==> config.mk <==
export PLATFORM = sky130hd
export DESIGN_NAME = seq_serializer
export DESIGN_NICKNAME = d
export VERILOG_FILES = /design/src/rtl/seq_pkg.sv /design/src/rtl/seq_serializer.sv
export SDC_FILE = /design/constraint.sdc
export NUM_CORES = 1
export LEC_CHECK = 0
export CORE_MARGIN = 3
export CORE_UTILIZATION = 40
export CTS_BUF_LIST = sky130_fd_sc_hd__clkbuf_8
export DETAILED_ROUTE_END_ITERATION = 10
export PLACE_DENSITY = 0.68
export SYNTH_ARGS = -nofsm -noshare
export SYNTH_HDL_FRONTEND = slang
export SYNTH_SLANG_ARGS = --single-unit
==> constraint.sdc <==
create_clock -name clk -period 1.54 [get_ports clk]
set_input_delay 0.308 -clock clk [delete_from_list [all_inputs] [get_ports clk]]
set_output_delay 0.308 -clock clk [all_outputs]
set_load 0.01 [all_outputs]
==> src/rtl/seq_pkg.sv <==
// Shared types and defaults for the parallel-to-serial bit source.
package seq_pkg;

    typedef enum logic [1:0] {
        IDLE   = 2'b00,
        SHIFT  = 2'b01,
        PARITY = 2'b10
    } ser_state_t;

    localparam int SER_WIDTH_DEFAULT = 8;

endpackage

==> src/rtl/seq_serializer.sv <==
// Parallel-to-serial source: valid/ready word input, MSB-first gapless serial output.
// Optional trailing even-parity bit per frame when SEQ_SERIALIZER_PARITY_EN is defined.
module seq_serializer
    import seq_pkg::*;
#(
    parameter int WIDTH = SER_WIDTH_DEFAULT
) (
    input  logic             clk,
    input  logic             rst,
    input  logic [WIDTH-1:0] in_data,
    input  logic             in_valid,
    output logic             in_ready,
    output logic             dout,
    output logic             dout_valid,
    output logic             busy
);

    localparam int             CW       = (WIDTH > 2) ? $clog2(WIDTH) : 1;
    localparam logic [CW-1:0]  CNT_LOAD = CW'(WIDTH - 1);
    localparam logic [CW-1:0]  CNT_ONE  = CW'(1);
    localparam logic [CW-1:0]  CNT_ZERO = CW'(0);

    ser_state_t       r_state;
    ser_state_t       w_state_nxt;
    logic [WIDTH-1:0] r_shreg;
    logic [WIDTH-1:0] w_shreg_nxt;
    logic [CW-1:0]    r_cnt;
    logic [CW-1:0]    w_cnt_nxt;
    logic             w_in_ready;
    logic             w_xfer;
    logic             w_last_bit;

`ifdef SEQ_SERIALIZER_PARITY_EN
    logic r_par;
    logic w_par_nxt;

    function automatic logic even_parity(input logic [WIDTH-1:0] d);
        return ^d;
    endfunction
`endif

    assign w_last_bit = (r_cnt == CNT_ZERO);
    assign w_xfer     = in_valid & w_in_ready;

    // Acceptance window: idle, or the final cycle of the current frame.
    always_comb begin
        w_in_ready = 1'b0;
        if (!rst) begin
            w_in_ready = 1'b0;
        end else begin
            case (r_state)
                IDLE:    w_in_ready = 1'b1;
`ifdef SEQ_SERIALIZER_PARITY_EN
                SHIFT:   w_in_ready = 1'b0;
                PARITY:  w_in_ready = 1'b1;
`else
                SHIFT:   w_in_ready = w_last_bit;
                PARITY:  w_in_ready = 1'b0;
`endif
                default: w_in_ready = 1'b0;
            endcase
        end
    end

    // Next-state, shifter and counter update.
    always_comb begin
        w_state_nxt = r_state;
        w_shreg_nxt = r_shreg;
        w_cnt_nxt   = r_cnt;
`ifdef SEQ_SERIALIZER_PARITY_EN
        w_par_nxt   = r_par;
`endif
        if (w_xfer) begin
            w_state_nxt = SHIFT;
            w_shreg_nxt = in_data;
            w_cnt_nxt   = CNT_LOAD;
`ifdef SEQ_SERIALIZER_PARITY_EN
            w_par_nxt   = even_parity(in_data);
`endif
        end else begin
            case (r_state)
                IDLE: begin
                    w_state_nxt = IDLE;
                end
                SHIFT: begin
                    w_shreg_nxt = {r_shreg[WIDTH-2:0], 1'b0};
                    if (w_last_bit) begin
`ifdef SEQ_SERIALIZER_PARITY_EN
                        w_state_nxt = PARITY;
`else
                        w_state_nxt = IDLE;
`endif
                        w_cnt_nxt   = CNT_ZERO;
                    end else begin
                        w_cnt_nxt   = r_cnt - CNT_ONE;
                    end
                end
                PARITY: begin
                    w_state_nxt = IDLE;
                end
                default: begin
                    w_state_nxt = IDLE;
                    w_shreg_nxt = {WIDTH{1'b0}};
                    w_cnt_nxt   = CNT_ZERO;
                end
            endcase
        end
    end

    // State, shift register and counter; reset aborts any word in flight.
    always_ff @(posedge clk or negedge rst) begin
        if (!rst) begin
            r_state <= IDLE;
            r_shreg <= {WIDTH{1'b0}};
            r_cnt   <= CNT_ZERO;
`ifdef SEQ_SERIALIZER_PARITY_EN
            r_par   <= 1'b0;
`endif
        end else begin
            r_state <= w_state_nxt;
            r_shreg <= w_shreg_nxt;
            r_cnt   <= w_cnt_nxt;
`ifdef SEQ_SERIALIZER_PARITY_EN
            r_par   <= w_par_nxt;
`endif
        end
    end

    // Serial outputs decoded purely from registered state.
    always_comb begin
        dout       = 1'b0;
        dout_valid = 1'b0;
        case (r_state)
            IDLE: begin
                dout       = 1'b0;
                dout_valid = 1'b0;
            end
            SHIFT: begin
                dout       = r_shreg[WIDTH-1];
                dout_valid = 1'b1;
            end
`ifdef SEQ_SERIALIZER_PARITY_EN
            PARITY: begin
                dout       = r_par;
                dout_valid = 1'b1;
            end
`endif
            default: begin
                dout       = 1'b0;
                dout_valid = 1'b0;
            end
        endcase
    end

    assign busy     = (r_state != IDLE);
    assign in_ready = w_in_ready;

endmodule

==> results.md <==
STA:
- In the final timing run, aggregate negative setup slack is -724 ps.
- The shortest clock period the worst path allows after layout is approximately 1700 ps.
- The hold violation count in the final report is 0.
- Setup violations remaining at the end of the flow were counted as 9.
- The worst-case headroom to the max-slew limit is 0.863.
- Between clock sinks in the finished design, the worst skew comes to approximately 3.7 ps.
- For the pin with the worst max-slew slack, the measured transition is just over 200 ps.
- The number of max-slew violations in the final report is 0.
- Setup repair after global routing could not meet its margin everywhere.
- Once routing completed, OpenROAD measured the worst setup slack at -168 ps.
- The part of the cycle the worst path needs is 1.11.
- For this run, the top clock speed supported by timing is approximately 0.6 GHz.

Yosys:
- The area fraction in compound gates after synthesis is 0.0338.
- The biggest area contributor in the post-synthesis netlist is dfrtp_1.
- Counting flops with a built-in enable in the synthesized netlist gives 0.
- By area the synthesized netlist is led by dfrtp_1, mux2_4, mux2_2.
- Of the post-synthesis cell area, the dominant cell type holds 0.451.
- The number of warnings reported in the yosys synthesis log is 0.
- Summing every instance area after synthesis gives 666 µm².
- The number of unique standard cell types used by synthesis is 15.
- Of the total synthesized cell area, the portion taken by full adders, half adders and majority gates is 0.0376.
- Synthesis produced a netlist with a net count of 62.
- The portion of synthesized area spent on multiplexers is 0.310.
- Of the total synthesized cell area, the portion taken by XOR and XNOR cells is 0.
- Synthesis produced 49 cells.
- The part of the Yosys area used for sequential elements is 0.451.
- The most frequently used flop master after synthesis is dfrtp_1.
- The simple-gate share of the synthesized area is 0.111.
- The number of synthesized register bits is 12.
- The average cell area after synthesis is about 14 µm².
- By count the netlist is led by dfrtp_1, mux2_4, mux2_2.
- The dominant cell by count in the synthesized netlist is dfrtp_1.
- The share of synthesized flip-flops with an asynchronous set or reset is 1.00.
- The combinational family with the most area after synthesis is multiplexers.

Drt:
- After detailed routing, the number of vias per cell comes to ~4.9.
- The number of iterations in the first detailed-routing pass is 1.
- In this run, the number of DRC markers left after iteration 0 of detailed routing was 0.
- The mean routed wirelength per cell is ~15 µm.
- For this block, the via count after detailed routing is roughly 470.
- The routed design has between 1000 and 1500 µm of wire.
- The number of antenna-violating nets in the routed design is 0.
- After detailed routing, the number of remaining DRC violations is 0.

Worst setup path:
- STA classifies the critical path endpoint as an output port.
- Of all nets on the critical path, the largest fanout is 2.
- The data required time of the critical path is approximately 1200 ps.
- In this run the critical register-to-register path is captured at r_shreg[6].
- Data on the critical path arrives at its endpoint at about 1400 ps.
- The cell type of the slowest stage on the worst timing path is dfrtp_1.
- Setup slack on the worst reg-to-reg path comes out at -90 ps.
- The worst setup path category is flop to output port.
- The maximum single-stage delay on the critical path is roughly 380 ps.
- The critical path goes through or2_4 -> inv_2 -> ha_4 -> nand2b_4 -> and2_4 -> buf_6.
- The number of cells on the worst reg-to-reg path is 7.
- STA classifies the critical path startpoint as a flop.
- The startpoint identified for the worst register-to-register timing path is r_cnt[0].

Clock tree:
- The level count of the clock H-tree is 1.
- The TritonCTS sink count is 12.
- The number of clock buffers inserted by TritonCTS is 3.
- The clock latency on the worst-skew pair is 250 ps.
- The clock-pin transition on the worst setup and hold timing paths is roughly 60 ps.
- TritonCTS built the clock tree.
- The clock passes through at most 2 buffers.
- In this run the clock root is driven by a clkbuf_8.

Place:
- Once placement completed, the tool counted placed cells totaling between 80 and 90.
- Routability-driven placement finished with a final weighted congestion of slightly below 0.8.
- The worst-case setup slack after placement is -334 ps.
- In this run the tool buffered the top-level ports with 14 buffer cells.
- Summed over all nets, the half-perimeter wirelength after detailed placement is 924 µm.

Finish:
- Summing all flip-flop and latch instances after layout gives 300 µm².
- The number of nets in the finished design is 92.
- The ratio of cells with drive above 1 in the final layout is 0.513.
- Relative to the synthesized area, the layout overhead comes to 49.8%.
- The number of filler instances in the final layout is 116.
- 0 antenna diodes ended up in the layout.
- The multi-input combinational cells in the finished layout cover a total of 375 µm².
- Excluding fillers, the count of instances in the completed layout stands at 94.
- The post-layout utilization of the core is 0.647.

Global routing:
- Summed over all layers, the global routing overflow is 0.
- Entering global routing, the biggest net connects 15 pins.
- The first global-routing pass estimated 2190 µm of wire.
- The number of global-route vias before repair is around 470.
- The initial antenna violation count is 0.
- Across every metal layer, demand over resource in global routing totals 0.150.

Power and ir drop:
- The static leakage is between 0.0004 and 0.0005 µW.
- Overall power consumption after layout is estimated at between 2000 and 2500 µW.
- The total power per unit cell area is 2060 mW/mm².
- Across the VDD grid, the largest voltage drop is 0.000919 V.

Min path:
- The path class of the lowest-slack min-delay path is input port to async pin.

Floorplan:
- The floorplan die area is ~0.0022 mm².
- The vertical extent of the die is between 40 and 50 µm.
- The width of the chip is between 40 and 50 µm.
- The standard cell core area is roughly 0.0015 mm².
- The number of cell rows is 14.
- The initial standard-cell utilization of the core is 0.432.
- Pin placement for this block handled 15 I/O pins.

Flow run:
- Max-cap violations in this run came to 0.

Status:
- The run finished, with violations left.
- The checks that failed: negative setup slack.
==> report_power, final <==
part | internal [µW] | switching, µW | leakage [µW] | total (µW)
sequential | 472 | 75.7 | 0.000147 | 547
combinational | 730 | 420 | 0.000305 | 1150
clock | 226 | 129 | 0.0000288 | 355
==> critical path: cells and delay by family, from the launching register on <==
family | cells | cell delay [ps]
buf+inv | 2 | 150
flops | 1 | 380
simple gates | 3 | 510
fa+ha+maj | 1 | 120
==> cells in the final DEF, fill, tap and decap left out <==
| master | netlist | routed |
|---|---|---|
| and2_1 | 2 | 1 |
| and2_4 | 0 | 1 |
| buf_4 | 1 | 12 |
| buf_6 | 2 | 2 |
| clkbuf_8 | 0 | 4 |
| clkdlybuf4s50_1 | 0 | 10 |
| dfrtp_1 | 12 | 12 |
| dlygate4sd2_1 | 0 | 3 |
| ha_1 | 2 | 1 |
| ha_4 | 0 | 1 |
| inv_1 | 2 | 1 |
| inv_2 | 0 | 1 |
| mux2_2 | 5 | 5 |
| mux2_4 | 10 | 10 |
| nand2_1 | 3 | 3 |
| nand2b_1 | 3 | 3 |
| nand2b_4 | 0 | 1 |
| nand3_4 | 0 | 2 |
| nor2b_1 | 1 | 1 |
| o211ai_1 | 3 | 3 |
| or2_4 | 0 | 1 |
==> what timing repair did <==
item,in CTS,in global routing
gates resized for setup,10,1
setup buffers,3,2
hold buffers,0,0
endpoints found under the hold margin,0,0
endpoints found under the setup margin,15,12
cloned,1,0
pin swaps,2,1
==> worst max path at each step <==
stage,from,to
CTS,r_cnt[1],in_ready
global route,r_cnt[0],in_ready
floorplan,r_cnt[0],r_shreg[0]
global placement,r_cnt[0],in_ready
detailed placement,r_cnt[0],in_ready
finish,r_cnt[0],in_ready
==> layout make-up <==
| cell class | count | share of cell area |
|---|---|---|
| sequential | 12 | 0.301 |
| clock buffer | 4 | 0.0552 |
| inverter | 2 | 0.00753 |
| tap | 16 | 0.0201 |
| multi-input combinational | 33 | 0.376 |
| timing repair buffer | 27 | 0.240 |
==> routing by layer <==
layer | track usage | vias to the layer above | wire [µm]
met3 | 0.0345 | 4 | 60
met2 | 0.225 | 11 | 682
li1 | - | 227 | -
met5 | 0 | - | 0
met4 | 0.116 | 0 | 36
met1 | 0.185 | 223 | 591
==> state kept, by name (all words and copies together) (netlist names) <==
name     cells
r_shreg      8
r_state      1
r_cnt        3
==> metrics by stage <==
stage / cell area (µm²) / hold slack (ps)
floorplan: 693 / 12.4
global placement: 883 / 512
detailed placement: 883 / 533
CTS: 978 / 450
global route: 997 / 470
finish: 997 / 438
==> kinds of logic (layout without fill, tap and decap cells) <==
logic type,after synthesis,after routing
AO/OA/AOI/OAI,3,3
adder cells (fa/ha/maj),2,2
buffers and inverters,5,33
flip-flops,12,12
multiplexers,15,15
AND/OR/NAND/NOR,12,13
Power figures use the tool's default switching activity.
